===== config.mk =====
export PLATFORM = sky130hd
export DESIGN_NAME = turn_ctrl
export DESIGN_NICKNAME = d
export VERILOG_FILES = /design/src/rtl/turn_ctrl.sv
export SDC_FILE = /design/constraint.sdc
export NUM_CORES = 1
export LEC_CHECK = 0
export ABC_AREA = 0
export BUFFER_PORTS_ARGS = -buffer_cell sky130_fd_sc_hd__buf_2
export CAP_MARGIN = 0
export CORE_ASPECT_RATIO = 0.5
export CORE_MARGIN = 2
export CORE_UTILIZATION = 50
export DETAILED_ROUTE_END_ITERATION = 12
export GPL_ROUTABILITY_DRIVEN = 1
export PLACE_DENSITY = 0.78
export SLEW_MARGIN = 20
export SYNTH_ARGS = -nofsm -noshare
export SYNTH_HDL_FRONTEND = slang
export SYNTH_SLANG_ARGS = --single-unit

===== constraint.sdc =====
create_clock -name clk -period 4.65 [get_ports clk]
set_clock_uncertainty 0.1 [all_clocks]
set_input_delay 0.465 -clock clk [delete_from_list [all_inputs] [get_ports clk]]
set_output_delay 0.465 -clock clk [all_outputs]
set_load 0.02 [all_outputs]

===== src/rtl/turn_ctrl.sv =====
// Connect-four turn sequencer: sequences human/AI column choice, drop, and win check.
// Optional AI watchdog is compiled in with `define TURN_CTRL_AI_TIMEOUT_EN.
module turn_ctrl #(
  parameter int unsigned AI_TIMEOUT = 1048576,
  parameter int unsigned MAX_MOVES  = 42
) (
  input  logic       clk,
  input  logic       rst,
  input  logic       vs_ai,
  input  logic       human_go,
  input  logic [2:0] human_col,
  input  logic [6:0] col_full,
  input  logic       new_game,
  output logic       drop_req,
  output logic [2:0] drop_col,
  output logic       drop_player,
  input  logic       drop_ack,
  output logic       chk_start,
  input  logic       chk_done,
  input  logic       chk_win,
  output logic       ai_start,
  input  logic       ai_done,
  input  logic [2:0] ai_col,
  output logic       player,
  output logic       term,
  output logic [1:0] winner,
  output logic [5:0] moves,
  output logic       busy
);

  localparam int unsigned COL_W  = 3;
  localparam int unsigned NCOL   = 7;
  localparam int unsigned MOVE_W = 6;

  if (AI_TIMEOUT == 0) begin : g_bad_timeout
    $error("turn_ctrl: AI_TIMEOUT must be nonzero");
  end

  typedef enum logic [2:0] {
    S_TURN,
    S_HUMAN,
    S_AI_START,
    S_AI_WAIT,
    S_DROP,
    S_CHK_START,
    S_CHK_WAIT,
    S_OVER
  } state_e;

  state_e             state_q, state_d;
  logic               player_q, player_d;
  logic               term_q, term_d;
  logic [1:0]         winner_q, winner_d;
  logic [MOVE_W-1:0]  moves_q, moves_d;
  logic               drop_req_q, drop_req_d;
  logic [COL_W-1:0]   drop_col_q, drop_col_d;
  logic               drop_player_q, drop_player_d;
  logic               chk_start_q, chk_start_d;
  logic               ai_start_q, ai_start_d;
  logic               busy_q, busy_d;

  // Column 7 does not exist, so it reads as permanently full.
  logic [NCOL:0]      full_ext;
  logic [COL_W-1:0]   fallback_col;
  logic               ai_tmo_c;

  assign full_ext = {1'b1, col_full};

  // Lowest-index column that still has room.
  always_comb begin
    fallback_col = '0;
    for (int i = int'(NCOL) - 1; i >= 0; i--) begin
      if (!col_full[i]) fallback_col = COL_W'(i);
    end
  end

`ifdef TURN_CTRL_AI_TIMEOUT_EN
  localparam int unsigned TMO_W = $clog2(AI_TIMEOUT + 1);

  logic [TMO_W-1:0] tmo_cnt_q, tmo_cnt_d;

  assign ai_tmo_c = (state_q == S_AI_WAIT) && (tmo_cnt_q == TMO_W'(AI_TIMEOUT - 1));

  always_comb begin
    tmo_cnt_d = tmo_cnt_q;
    if (state_q == S_AI_START)     tmo_cnt_d = '0;
    else if (state_q == S_AI_WAIT) tmo_cnt_d = tmo_cnt_q + TMO_W'(1);
  end

  always_ff @(posedge clk or posedge rst) begin
    if (rst) tmo_cnt_q <= '0;
    else     tmo_cnt_q <= tmo_cnt_d;
  end
`else
  assign ai_tmo_c = 1'b0;
`endif

  // Next state and registered-output next values.
  always_comb begin
    state_d       = state_q;
    player_d      = player_q;
    term_d        = term_q;
    winner_d      = winner_q;
    moves_d       = moves_q;
    drop_col_d    = drop_col_q;
    drop_player_d = drop_player_q;

    case (state_q)
      S_TURN: begin
        state_d = (vs_ai && player_q) ? S_AI_START : S_HUMAN;
      end
      S_HUMAN: begin
        if (human_go && !full_ext[human_col]) begin
          drop_col_d    = human_col;
          drop_player_d = player_q;
          state_d       = S_DROP;
        end
      end
      S_AI_START: begin
        state_d = S_AI_WAIT;
      end
      S_AI_WAIT: begin
        if (ai_done) begin
          drop_col_d    = full_ext[ai_col] ? fallback_col : ai_col;
          drop_player_d = player_q;
          state_d       = S_DROP;
        end else if (ai_tmo_c) begin
          drop_col_d    = fallback_col;
          drop_player_d = player_q;
          state_d       = S_DROP;
        end
      end
      S_DROP: begin
        if (drop_ack && drop_req_q) state_d = S_CHK_START;
      end
      S_CHK_START: begin
        state_d = S_CHK_WAIT;
      end
      S_CHK_WAIT: begin
        if (chk_done) begin
          moves_d = (moves_q >= MOVE_W'(MAX_MOVES)) ? moves_q : moves_q + MOVE_W'(1);
          if (chk_win) begin
            winner_d = {player_q, ~player_q};
            term_d   = 1'b1;
            state_d  = S_OVER;
          end else if (moves_d == MOVE_W'(MAX_MOVES)) begin
            winner_d = 2'b00;
            term_d   = 1'b1;
            state_d  = S_OVER;
          end else begin
            player_d = ~player_q;
            state_d  = S_TURN;
          end
        end
      end
      S_OVER: begin
        if (new_game) begin
          state_d       = S_TURN;
          player_d      = 1'b0;
          term_d        = 1'b0;
          winner_d      = 2'b00;
          moves_d       = '0;
          drop_col_d    = '0;
          drop_player_d = 1'b0;
        end
      end
      default: begin
        state_d = S_TURN;
      end
    endcase

    // Handshake strobes follow the state being entered so they align with it.
    drop_req_d  = (state_d == S_DROP);
    chk_start_d = (state_d == S_CHK_START);
    ai_start_d  = (state_d == S_AI_START);
    busy_d      = !((state_d == S_HUMAN) || (state_d == S_OVER));
  end

  always_ff @(posedge clk or posedge rst) begin
    if (rst) begin
      state_q       <= S_TURN;
      player_q      <= 1'b0;
      term_q        <= 1'b0;
      winner_q      <= 2'b00;
      moves_q       <= '0;
      drop_req_q    <= 1'b0;
      drop_col_q    <= '0;
      drop_player_q <= 1'b0;
      chk_start_q   <= 1'b0;
      ai_start_q    <= 1'b0;
      busy_q        <= 1'b1;
    end else begin
      state_q       <= state_d;
      player_q      <= player_d;
      term_q        <= term_d;
      winner_q      <= winner_d;
      moves_q       <= moves_d;
      drop_req_q    <= drop_req_d;
      drop_col_q    <= drop_col_d;
      drop_player_q <= drop_player_d;
      chk_start_q   <= chk_start_d;
      ai_start_q    <= ai_start_d;
      busy_q        <= busy_d;
    end
  end

  assign player      = player_q;
  assign term        = term_q;
  assign winner      = winner_q;
  assign moves       = moves_q;
  assign drop_req    = drop_req_q;
  assign drop_col    = drop_col_q;
  assign drop_player = drop_player_q;
  assign chk_start   = chk_start_q;
  assign ai_start    = ai_start_q;
  assign busy        = busy_q;

endmodule


==> out/results.ini, run 1 <==
[timing]
finalSetupTns_ns=0
fin_ws_ns=2.52
fmax_ghz=0.469
maxSlewViolCount=0
finalSetupViolCount=0
fin_crit_sh_pct=45.9
holdWs_ns=0.237
grt_setup_unrepaired=no
finalCriticalPeriod_ns=2.13
worstMarginPinSlew_ns=0.785
hold_viol_final=0
slew_headroom_pct=46.3

[floorplan]
die_h_um=41.5
core_mm2=0.00264
std_cell_rows=13
die_area_mm2=0.00328
initial_core_util_pct=53.5
dieWidth_um=79.1
ioPinCount=40

[clocking]
numCtsBuffers=3
cts-htree-levels=1
postCtsHoldBufs=0
cts_resized=0
cts_num_sinks=21
clk_latency_ns=0.26
clk_path_buf_depth=2
cts_root_buf=clkbuf_8
cts_setup_buffers=0
cts_tree=yes
clkSlewWorstSetupHoldPaths_ns=0.08

[placement]
place_ws_ns=2.52
gp_congestion=0.928
detailed_place_hpwl_um=2470
io_buffers=39
dpl-instance-area_mm2=0.00162

[synth]
synth_area_leaders=dfrtp_1 36%, nand2_1 5.1%, o21ai_0 5.0%
synth_nets=180
async_flop_share_pct=100
synth_flop_cell=dfrtp_1
yosys_register_bits=21
synthCells=156
yosysTopAreaCell=dfrtp_1
synth_most_common_cell=dfrtp_1
yosys.cell_types.count=51
syn_area_mm2=0.00141
ys_top_cells_by_count=20 x dfrtp_1, 19 x nand2_1, 14 x o21ai_0, 9 x inv_1, 8 x a21oi_1
synth_top_area_share_pct=35.5
synth_edf_count=0
yosys_warnings=0
avgSynthCellArea_um2=9.03
synth_seq_area_share_pct=37.4

[routing]
top_layer=met4
via_count=1353
viasPerCell=5.86
postRouteAntennaNets=0
dr_wl_met3_um=171
finalWirelength_um=3250
drt_iter0_drc=70
dr_wl_met2_um=1540
drc=0
drtPass1Iterations=4
wl_met1_um=1490
wl_per_cell_um=14.1

[status]
outcome=finished clean

[critical_path]
critPathLaunchType=flop
path_max_fanout=9
cp.buffers_inverters=0
r2r-end=drop_req$_DFF_PP0_
r2r_cells=6
rrSetupSlack_ns=2.52
path_cells=ha_1, xnor2_1, a311oi_1, nor3_1, a311o_1, nor2_1
crit_path_start=moves[0]$_DFFE_PP0P_
crit_family=compound AO/OA/AOI/OAI gates
crit_path_end_kind=flop
required_ns=4.75
cpMaxStageDelayCell=dfrtp_1
reg2reg_from=moves[0]$_DFFE_PP0P_
critPathMaxStageDelay_ns=0.47
cp.arrival_ns=2.23
criticalPathCategory=flop to flop

[power_and_ir_drop]
power.leakage_nw=0.813
power.density_mw_per_mm2=524
max-vdd-ir-drop_mv=0.200

[finish]
syn_to_final_growth_pct=18.3
n_antenna_cell=0
fin_nets=219
drive_above_1_share_pct=26.8
n_fill_cell=241
stdcell_area_mm2=0.00167

[global_routing]
gr-total-overflow=0
grt_pass1_vias=1226
antenna_found_initial=0
grt_pass1_wl_um=5420
grt_max_degree=22
grtUsageTotal_pct=20.8

[flow_run]
drv_cap=0

[min_path]
worstHoldPathType=primary input to asynchronous set/reset pin

## registers in the layout, summed over array words and instances (netlist names), 2 cells and up
name / flops
winner: 2
drop_col: 3
moves: 6
state_q: 3
## how the worst max path moves through the flow
| stage | slack [ns] | cells past startpoint | endpoint |
|---|---|---|---|
| final | 2.52 | 6 | drop_req$_DFF_PP0_ |
| after global routing | 2.41 | 7 | drop_req$_DFF_PP0_ |
| after CTS | 2.53 | 6 | drop_req$_DFF_PP0_ |
| after detailed placement | 2.52 | 5 | drop_player$_DFFE_PP0P_ |
| after global placement | 2.57 | 5 | drop_player$_DFFE_PP0P_ |
| after floorplan | 2.68 | 6 | drop_col[1]$_DFFE_PP0P_ |
## per-stage QoR
stage	instances	utilization (%)	total power [mW]
finish	231	63.2	0.874
global route	231	63.2	0.945
CTS	231	63.2	0.876
detailed placement	227	61.5	0.754
global placement	227	61.5	0.735
floorplan	156	-	0.628
## cells in the final DEF (no fill, tap or decap), types with 2 or more instances in the layout
cell type and n:
a21boi_0 3, mux2_4 2, nand2_1 19, nand3_1 3, dfrtp_1 20, mux2i_1 6, nand2b_1 4, buf_2 39
o21ai_0 14, and3_1 3, a41oi_1 3, a21o_1 3, ha_1 2, nor2b_1 4, a31oi_1 4, inv_1 9
a21oi_1 8, and2_1 3, nor2_1 7, clkbuf_8 3, xnor2_1 2, or2_2 2, and4_1 2, and3b_1 2
## cell type report
class	instances	area, µm²	share of cell area (%)
clock buffers	4	45.0	2.70
inverters	9	33.8	2.03
multi-input cells	121	820	49.2
flip-flops and latches	21	527	31.6
well taps	37	46.3	2.78
repair buffers	39	195	11.7
## kinds of logic (layout without fill, tap and decap cells)
kind of cell / count (synthesis) / count (layout) / share of synthesized area, %
DFF: 21 / 21 / 37.4
AOI/OAI and AO/OA: 49 / 49 / 24.0
muxes: 10 / 10 / 8.79
buffers and inverters: 14 / 52 / 4.44
adders and majority gates: 2 / 2 / 1.78
and+or+nand+nor: 58 / 58 / 22.4
xor gates and xnor gates: 2 / 2 / 1.24
## report_power, final
part	total [mW]	leakage (nW)	switching, mW	internal, mW
combinational	0.414	0.525	0.247	0.167
clock	0.120	0.0228	0.0593	0.0611
sequential	0.340	0.265	0.0885	0.251
total	0.874	0.813	0.395	0.479
## layer usage
layer  vias to the layer above  GRT usage [%]
met4                         0           8.62
li1                        660              -
met5                         -              0
met2                        46           33.2
met1                       641           28.1
met3                         6           3.70
## worst register-to-register path: stages, from the launching register on
cell      delay (ns)
dfrtp_1         0.47
ha_1            0.30
xnor2_1         0.14
a311oi_1        0.45
nor3_1          0.15
a311o_1         0.34
nor2_1          0.11
Power figures use the tool's default switching activity.
==> inputs of run 2 (changes only) <==
Settings changed: ABC_AREA 0 to 1, PLACE_DENSITY 0.78 to 0.77.
Clock period 4.65 ns to 2.2 ns, I/O delays scaled along.
==> run 2 against run 1 <==
Compared with the run above:
- the run now ends with hold timing left
- clock power is 110% higher
- count of clock-buffer cells in the layout unchanged
- synthesized area up 5.7%
- first-iteration DRC count rose by 41%
- maximum frequency increased by 8.8%
- critical path depth is 8 higher
- hold slack worse by 0.24 ns
- final cell count up 27%
- via count increased by 11%
- cell area grew 5.9%
- non-clock buffer count stayed put
- largest cell class unchanged
- highest routed layer unchanged
==> out/results.ini, run 2 <==
[synth]
synth_top_area_share_pct=33.6  ; -1.9 points
synthCells=214  ; +37%
avgSynthCellArea_um2=6.96  ; -23%
yosys.cell_types.count=32  ; -37%
yosysTopAreaCell=dfrtp_1
synth_seq_area_share_pct=35.4  ; -2.0 points
synth_area_leaders=dfrtp_1 34%, nand2_1 14%, inv_1 6.8%
async_flop_share_pct=100  ; unchanged
syn_area_mm2=0.00149  ; +5.7%
synth_flop_cell=dfrtp_1
synth_most_common_cell=nand2_1
ys_top_cells_by_count=57 x nand2_1, 27 x inv_1, 20 x dfrtp_1, 16 x nand3_1, 14 x o21ai_0
yosys_register_bits=21  ; unchanged
yosys_warnings=0  ; unchanged
synth_nets=238  ; +32%
synth_edf_count=0  ; unchanged

[global_routing]
grt_pass1_wl_um=5620  ; +3.7%
antenna_found_initial=0  ; unchanged
gr-total-overflow=0  ; unchanged
grt_max_degree=22  ; unchanged
grtUsageTotal_pct=20.8  ; +0.075 points
grt_pass1_vias=1339  ; +9.2%

[power_and_ir_drop]
max-vdd-ir-drop_mv=0.530  ; +170%
power.density_mw_per_mm2=1210  ; +130%
power_mw=2.14  ; +150%
power.leakage_nw=0.977  ; +20%

[finish]
multi_input_area_um2=820  ; unchanged
final_cell_mix=57 x nand2_1, 39 x buf_2, 27 x inv_1
n_fill_cell=251  ; +4.1%
largest_reg_flops=6  ; unchanged
n_antenna_cell=0  ; unchanged
ff_latch_area_um2=527  ; unchanged
drive_above_1_share_pct=28.9  ; +2.1 points
layout_commonest_cell=nand2_1
fin_nets=281  ; +28%
syn_to_final_growth_pct=18.5

[routing]
viasPerCell=5.13  ; -12%
drtPass1Iterations=4  ; unchanged
finalWirelength_um=3250  ; about the same
drt_iter0_drc=99  ; +41%
drc=0  ; unchanged
via_count=1503  ; +11%
postRouteAntennaNets=0  ; unchanged
wl_per_cell_um=11.1  ; -21%

[clocking]
cts_setup_buffers=0  ; unchanged
cts_resized=0  ; unchanged
cts_tree=yes
clk_latency_ns=0.26  ; about the same
clkSlewWorstSetupHoldPaths_ns=0.07  ; about the same
cts_root_buf=clkbuf_8
cts_num_sinks=21  ; unchanged
clk_path_buf_depth=2  ; unchanged
numCtsBuffers=3  ; unchanged
postCtsHoldBufs=0  ; unchanged
cts-htree-levels=1  ; unchanged

[timing]
holdWs_ns=-0.00166  ; -0.239 ns
grt_setup_unrepaired=no
hold_viol_final=9  ; +9
worstMarginPinSlew_ns=0.799  ; +0.0141 ns
fin_crit_sh_pct=89.1  ; +43 points
finalCriticalPeriod_ns=1.96  ; -0.173 ns
fmax_ghz=0.510  ; +8.8%
finalSetupViolCount=0  ; unchanged
fin_ws_ns=0.239  ; -2.28 ns
maxSlewViolCount=0  ; unchanged
slew_headroom_pct=46.7  ; +0.36 points
finalSetupTns_ns=0  ; unchanged

[critical_path]
crit_path_end_kind=flop
required_ns=2.29  ; -2.46 ns
criticalPathCategory=flop to flop
cp.arrival_ns=2.05  ; -0.18 ns
path_max_fanout=7  ; -2
critPathLaunchType=flop

[min_path]
worstHoldPathType=primary input to asynchronous set/reset pin

[floorplan]
die_h_um=42.6  ; +2.5%
ioPinCount=40  ; unchanged
die_area_mm2=0.00346  ; +5.3%
std_cell_rows=13  ; unchanged
dieWidth_um=81.2  ; +2.7%
initial_core_util_pct=54.8  ; +1.3 points
core_mm2=0.00272  ; +3.1%

[placement]
place_ws_ns=0.275  ; -2.24 ns
io_buffers=39  ; unchanged
gp_congestion=0.819  ; -12%
detailed_place_hpwl_um=2570  ; +4.2%

[status]
failed_checks=hold timing
outcome=finished with violations

[flow_run]
drv_cap=0  ; unchanged

==> run 2: cell types whose count changed in the layout (fill, tap and decap cells not counted), moves of 4 or more <==
cell,change
nand2_1,+38
inv_1,+18
nor2_2,+8
nand2b_1,-4
nand2_2,+9
inv_2,+7
nor2b_1,-4
mux2i_1,-6
nand4_1,+4
nand3_1,+13
nor2_1,+5
o21ai_1,+4
==> run 2: per-stage QoR <==
step | hold slack, ns | area (µm²) | std cells | utilization (%)
after CTS | 0.0267 | 1760 | 293 | 64.9
after global routing | 0.0824 | 1760 | 293 | 64.9
after floorplan | 0.0958 | 1490 | 214 | -
after global placement | 0.296 | 1720 | 289 | 63.3
final | -0.00166 | 1760 | 293 | 64.9
after detailed placement | 0.313 | 1720 | 289 | 63.3
==> run 2: cell families (layout without fill, tap and decap cells) <==
family,Yosys count,after routing,share of synthesized area [%]
simple gates,118,118,38.7
compound gates,36,36,14.1
buf+inv,36,78,9.58
flops,21,21,35.4
fa+ha+maj,2,2,1.68
xor+xnor,1,1,0.588
==> run 2: worst paths after layout <==
kind / slack, ns / end / cells after the start / startpoint
setup / recovery: 0.24 / busy$_DFF_PP1_ / 14 / moves[0]$_DFFE_PP0P_
hold / removal: -0.002 / moves[2]$_DFFE_PP0P_ / 2 / rst
setup reg to reg: 0.24 / busy$_DFF_PP1_ / 14 / moves[0]$_DFFE_PP0P_
hold reg to reg: 0.37 / term$_DFFE_PP0P_ / 2 / term$_DFFE_PP0P_
max in group asynchronous: 1.51 / winner[1]$_DFFE_PP0P_ / 2 / rst
min in group clk: 0.11 / ai_start$_DFF_PP0_ / 3 / vs_ai
==> run 2: layer usage <==
layer / global-route usage [%] / wire [µm] / vias up
met5: 0 / 0 / -
met4: 4.07 / 22 / 0
met3: 4.53 / 166 / 4
met2: 36.4 / 1510 / 40
met1: 26.7 / 1550 / 680
li1: - / - / 779
==> run 2: cell type report <==
| cell class | instances | area share (%) |
|---|---|---|
| repair buffers | 39 | 11.1 |
| inverters | 35 | 7.45 |
| well taps | 37 | 2.62 |
| flip-flops and latches | 21 | 29.9 |
| clock buffers | 4 | 2.55 |
| multi-input cells | 157 | 46.5 |
==> run 2: power breakdown <==
group | internal (mW) | switching, mW
clock | 0.129 | 0.123
combinational | 0.401 | 0.753
sequential | 0.547 | 0.188
total | 1.08 | 1.06
==> run 2: critical path, stage by stage (launching register included) <==
cell and delay, ns:
dfrtp_1 0.46, inv_1 0.11, ha_1 0.20, inv_1 0.05, nand2_1 0.07, nand3_4 0.10, nand2_2 0.07, nand2_1 0.06
nand2_1 0.07, nor2_2 0.13, nand3_2 0.08, nand2_2 0.10, nand2_4 0.09, nand3b_2 0.10, nand3_1 0.08
==> inputs of run 3 (changes only) <==
Settings changed: CORE_ASPECT_RATIO 0.5 to 1.25, SLEW_MARGIN 20 to default.
==> run 3 against run 2 <==
Compared with the run above:
- the flow now finishes without violations
- non-clock buffer count rose by 1
- total power is 3.3% lower
- cell area fell by 0.50%
- final cell count did not move
- global-route usage is 1.2 points higher
- critical path depth unchanged
- sequential share of layout area is 0.15 points higher
- first-iteration DRC count shrank 40%
- flip-flop and latch count stayed put
- wire length grew 2.5%
- critical path type unchanged
- largest power group unchanged
- highest routed layer unchanged
==> out/results.ini, run 3 (synthesis gave the netlist of run 2 again) <==
[finish]
largest_reg_flops=6  ; unchanged
layout_commonest_cell=nand2_1
n_antenna_cell=0  ; unchanged
stdcell_area_mm2=0.00176  ; -0.50%
final_cell_mix=57 x nand2_1, 39 x buf_2, 27 x inv_1
drive_above_1_share_pct=29.2  ; +0.28 points
syn_to_final_growth_pct=17.9
instances_no_fill=293  ; unchanged
final_core_util_pct=60.7  ; -4.2 points
fin_nets=282  ; +0.36%

[routing]
drt_iter0_drc=59  ; -40%
drc=0  ; unchanged
drtPass1Iterations=4  ; unchanged
viasPerCell=5.18  ; +1.0%
postRouteAntennaNets=0  ; unchanged
wl_per_cell_um=11.4  ; +2.5%
finalWirelength_um=3330  ; +2.5%
via_count=1518  ; +1.0%

[status]
outcome=finished clean

[power_and_ir_drop]
power.density_mw_per_mm2=1180  ; -2.9%
power.leakage_nw=0.976  ; about the same
max-vdd-ir-drop_mv=0.685  ; +29%

[floorplan]
die_area_mm2=0.00343  ; -0.68%
ioPinCount=40  ; unchanged
std_cell_rows=22  ; +9
die_h_um=65.0  ; +53%
core_mm2=0.00289  ; +6.4%
initial_core_util_pct=51.5  ; -3.3 points
dieWidth_um=52.8  ; -35%

[timing]
fmax_ghz=0.532  ; +4.4%
finalSetupTns_ns=0  ; unchanged
fin_ws_ns=0.322  ; +0.0828 ns
maxSlewViolCount=0  ; unchanged
worstMarginPinSlew_ns=0.791  ; -0.00792 ns
hold_viol_final=0  ; -9
finalCriticalPeriod_ns=1.88  ; -0.0828 ns
finalSetupViolCount=0  ; unchanged
grt_setup_unrepaired=no
fin_crit_sh_pct=85.4  ; -3.8 points
slew_headroom_pct=47.2  ; +0.53 points

[clocking]
cts_root_buf=clkbuf_4
cts_setup_buffers=0  ; unchanged
clk_path_buf_depth=2  ; unchanged
clk_latency_ns=0.31  ; +0.05 ns
clkSlewWorstSetupHoldPaths_ns=0.12  ; +0.05 ns
cts-htree-levels=1  ; unchanged
cts_num_sinks=21  ; unchanged
numCtsBuffers=3  ; unchanged
cts_tree=yes

[global_routing]
grt_pass1_wl_um=5720  ; +1.9%
gr-total-overflow=0  ; unchanged
grt_pass1_vias=1411  ; +5.4%
grtUsageTotal_pct=22.0  ; +1.2 points
grt_max_degree=22  ; unchanged
antenna_found_initial=0  ; unchanged

[critical_path]
crit_family=simple AND/OR/NAND/NOR gates
crit_path_end_kind=flop
cpMaxStageDelayCell=dfrtp_1
cp.arrival_ns=2.01  ; -0.04 ns
path_cells=inv_1, ha_1, inv_1, nand2_1, nand3_4, nand2_2, nand2_1, nand2_1, nor2_2, nand3_2, nand2_2, nand2_4, nand3b_2, nand3_1
criticalPathCategory=flop to flop
cpMostUsedCell=nand2_1
required_ns=2.34  ; +0.05 ns
critPathMaxStageDelay_ns=0.45  ; about the same
path_max_fanout=7  ; unchanged
critPathLaunchType=flop
cp.buffers_inverters=2  ; unchanged

[placement]
place_ws_ns=0.331  ; +0.0566 ns
dpl-instance-area_mm2=0.00172  ; about the same
io_buffers=39  ; unchanged
detailed_place_hpwl_um=2690  ; +4.8%
dp.cells=288  ; -0.35%
gp_congestion=0.834  ; +1.9%

[min_path]
worstHoldPathType=primary input to flop

[flow_run]
drv_cap=0  ; unchanged

==> run 3: metrics by stage <==
stage | power [mW] | hold WS (ns)
floorplan | 1.60 | 0.0958
global placement | 1.89 | 0.307
detailed placement | 1.89 | 0.310
CTS | 2.08 | 0.0600
global route | 2.28 | 0.0796
finish | 2.07 | 0.0512
==> run 3: area by class of cell <==
type,instances,area (µm²)
clock buffers,3,22.5
inverters,35,131
fillers,289,1130
flip-flops and latches,21,527
well taps,36,45.0
clock inverters,1,5.00
multi-input cells,157,820
repair buffers,40,205
==> run 3: worst register-to-register path: stages (launching register included) <==
cell and delay [ns]:
dfrtp_1 0.45, inv_1 0.10, ha_1 0.20, inv_1 0.05, nand2_1 0.07, nand3_4 0.09
nand2_2 0.07, nand2_1 0.06, nand2_1 0.07, nor2_2 0.12, nand3_2 0.08, nand2_2 0.11
nand2_4 0.08, nand3b_2 0.09, nand3_1 0.08
==> run 3: repair_timing <==
item	in CTS	in global routing
hold endpoints to repair	20	0
hold buffers	1	0
resized for setup	0	0
==> run 3: worst paths after layout <==
kind | endpoint | start | slack [ns] | depth (start not counted)
worst min register to register | drop_col[1]$_DFFE_PP0P_ | drop_col[1]$_DFFE_PP0P_ | 0.39 | 2
worst max register to register | busy$_DFF_PP1_ | moves[0]$_DFFE_PP0P_ | 0.32 | 14
worst max-delay path | busy$_DFF_PP1_ | moves[0]$_DFFE_PP0P_ | 0.32 | 14
worst min-delay path | ai_start$_DFF_PP0_ | vs_ai | 0.05 | 3
max in group asynchronous | chk_start$_DFF_PP0_ | rst | 1.01 | 3
min in group asynchronous | drop_col[2]$_DFFE_PP0P_ | rst | 0.49 | 3
==> run 3: layer usage <==
| layer | share of wire [%] | wire, µm | vias up | track usage, % |
|---|---|---|---|---|
| met3 | 3.3 | 111 | 6 | 2.53 |
| li1 | - | - | 786 | - |
| met4 | 2.2 | 73 | 0 | 9.62 |
| met1 | 40 | 1350 | 692 | 23.9 |
| met2 | 54 | 1800 | 34 | 41.1 |
| met5 | 0 | 0 | - | 0 |
==> run 3: report_power, final <==
part	total [mW]	switching, mW	leakage, nW	internal, mW
Clock	0.188	0.120	0.0177	0.0678
Combinational	1.14	0.739	0.687	0.402
Sequential	0.741	0.195	0.272	0.546
Total	2.07	1.05	0.976	1.02
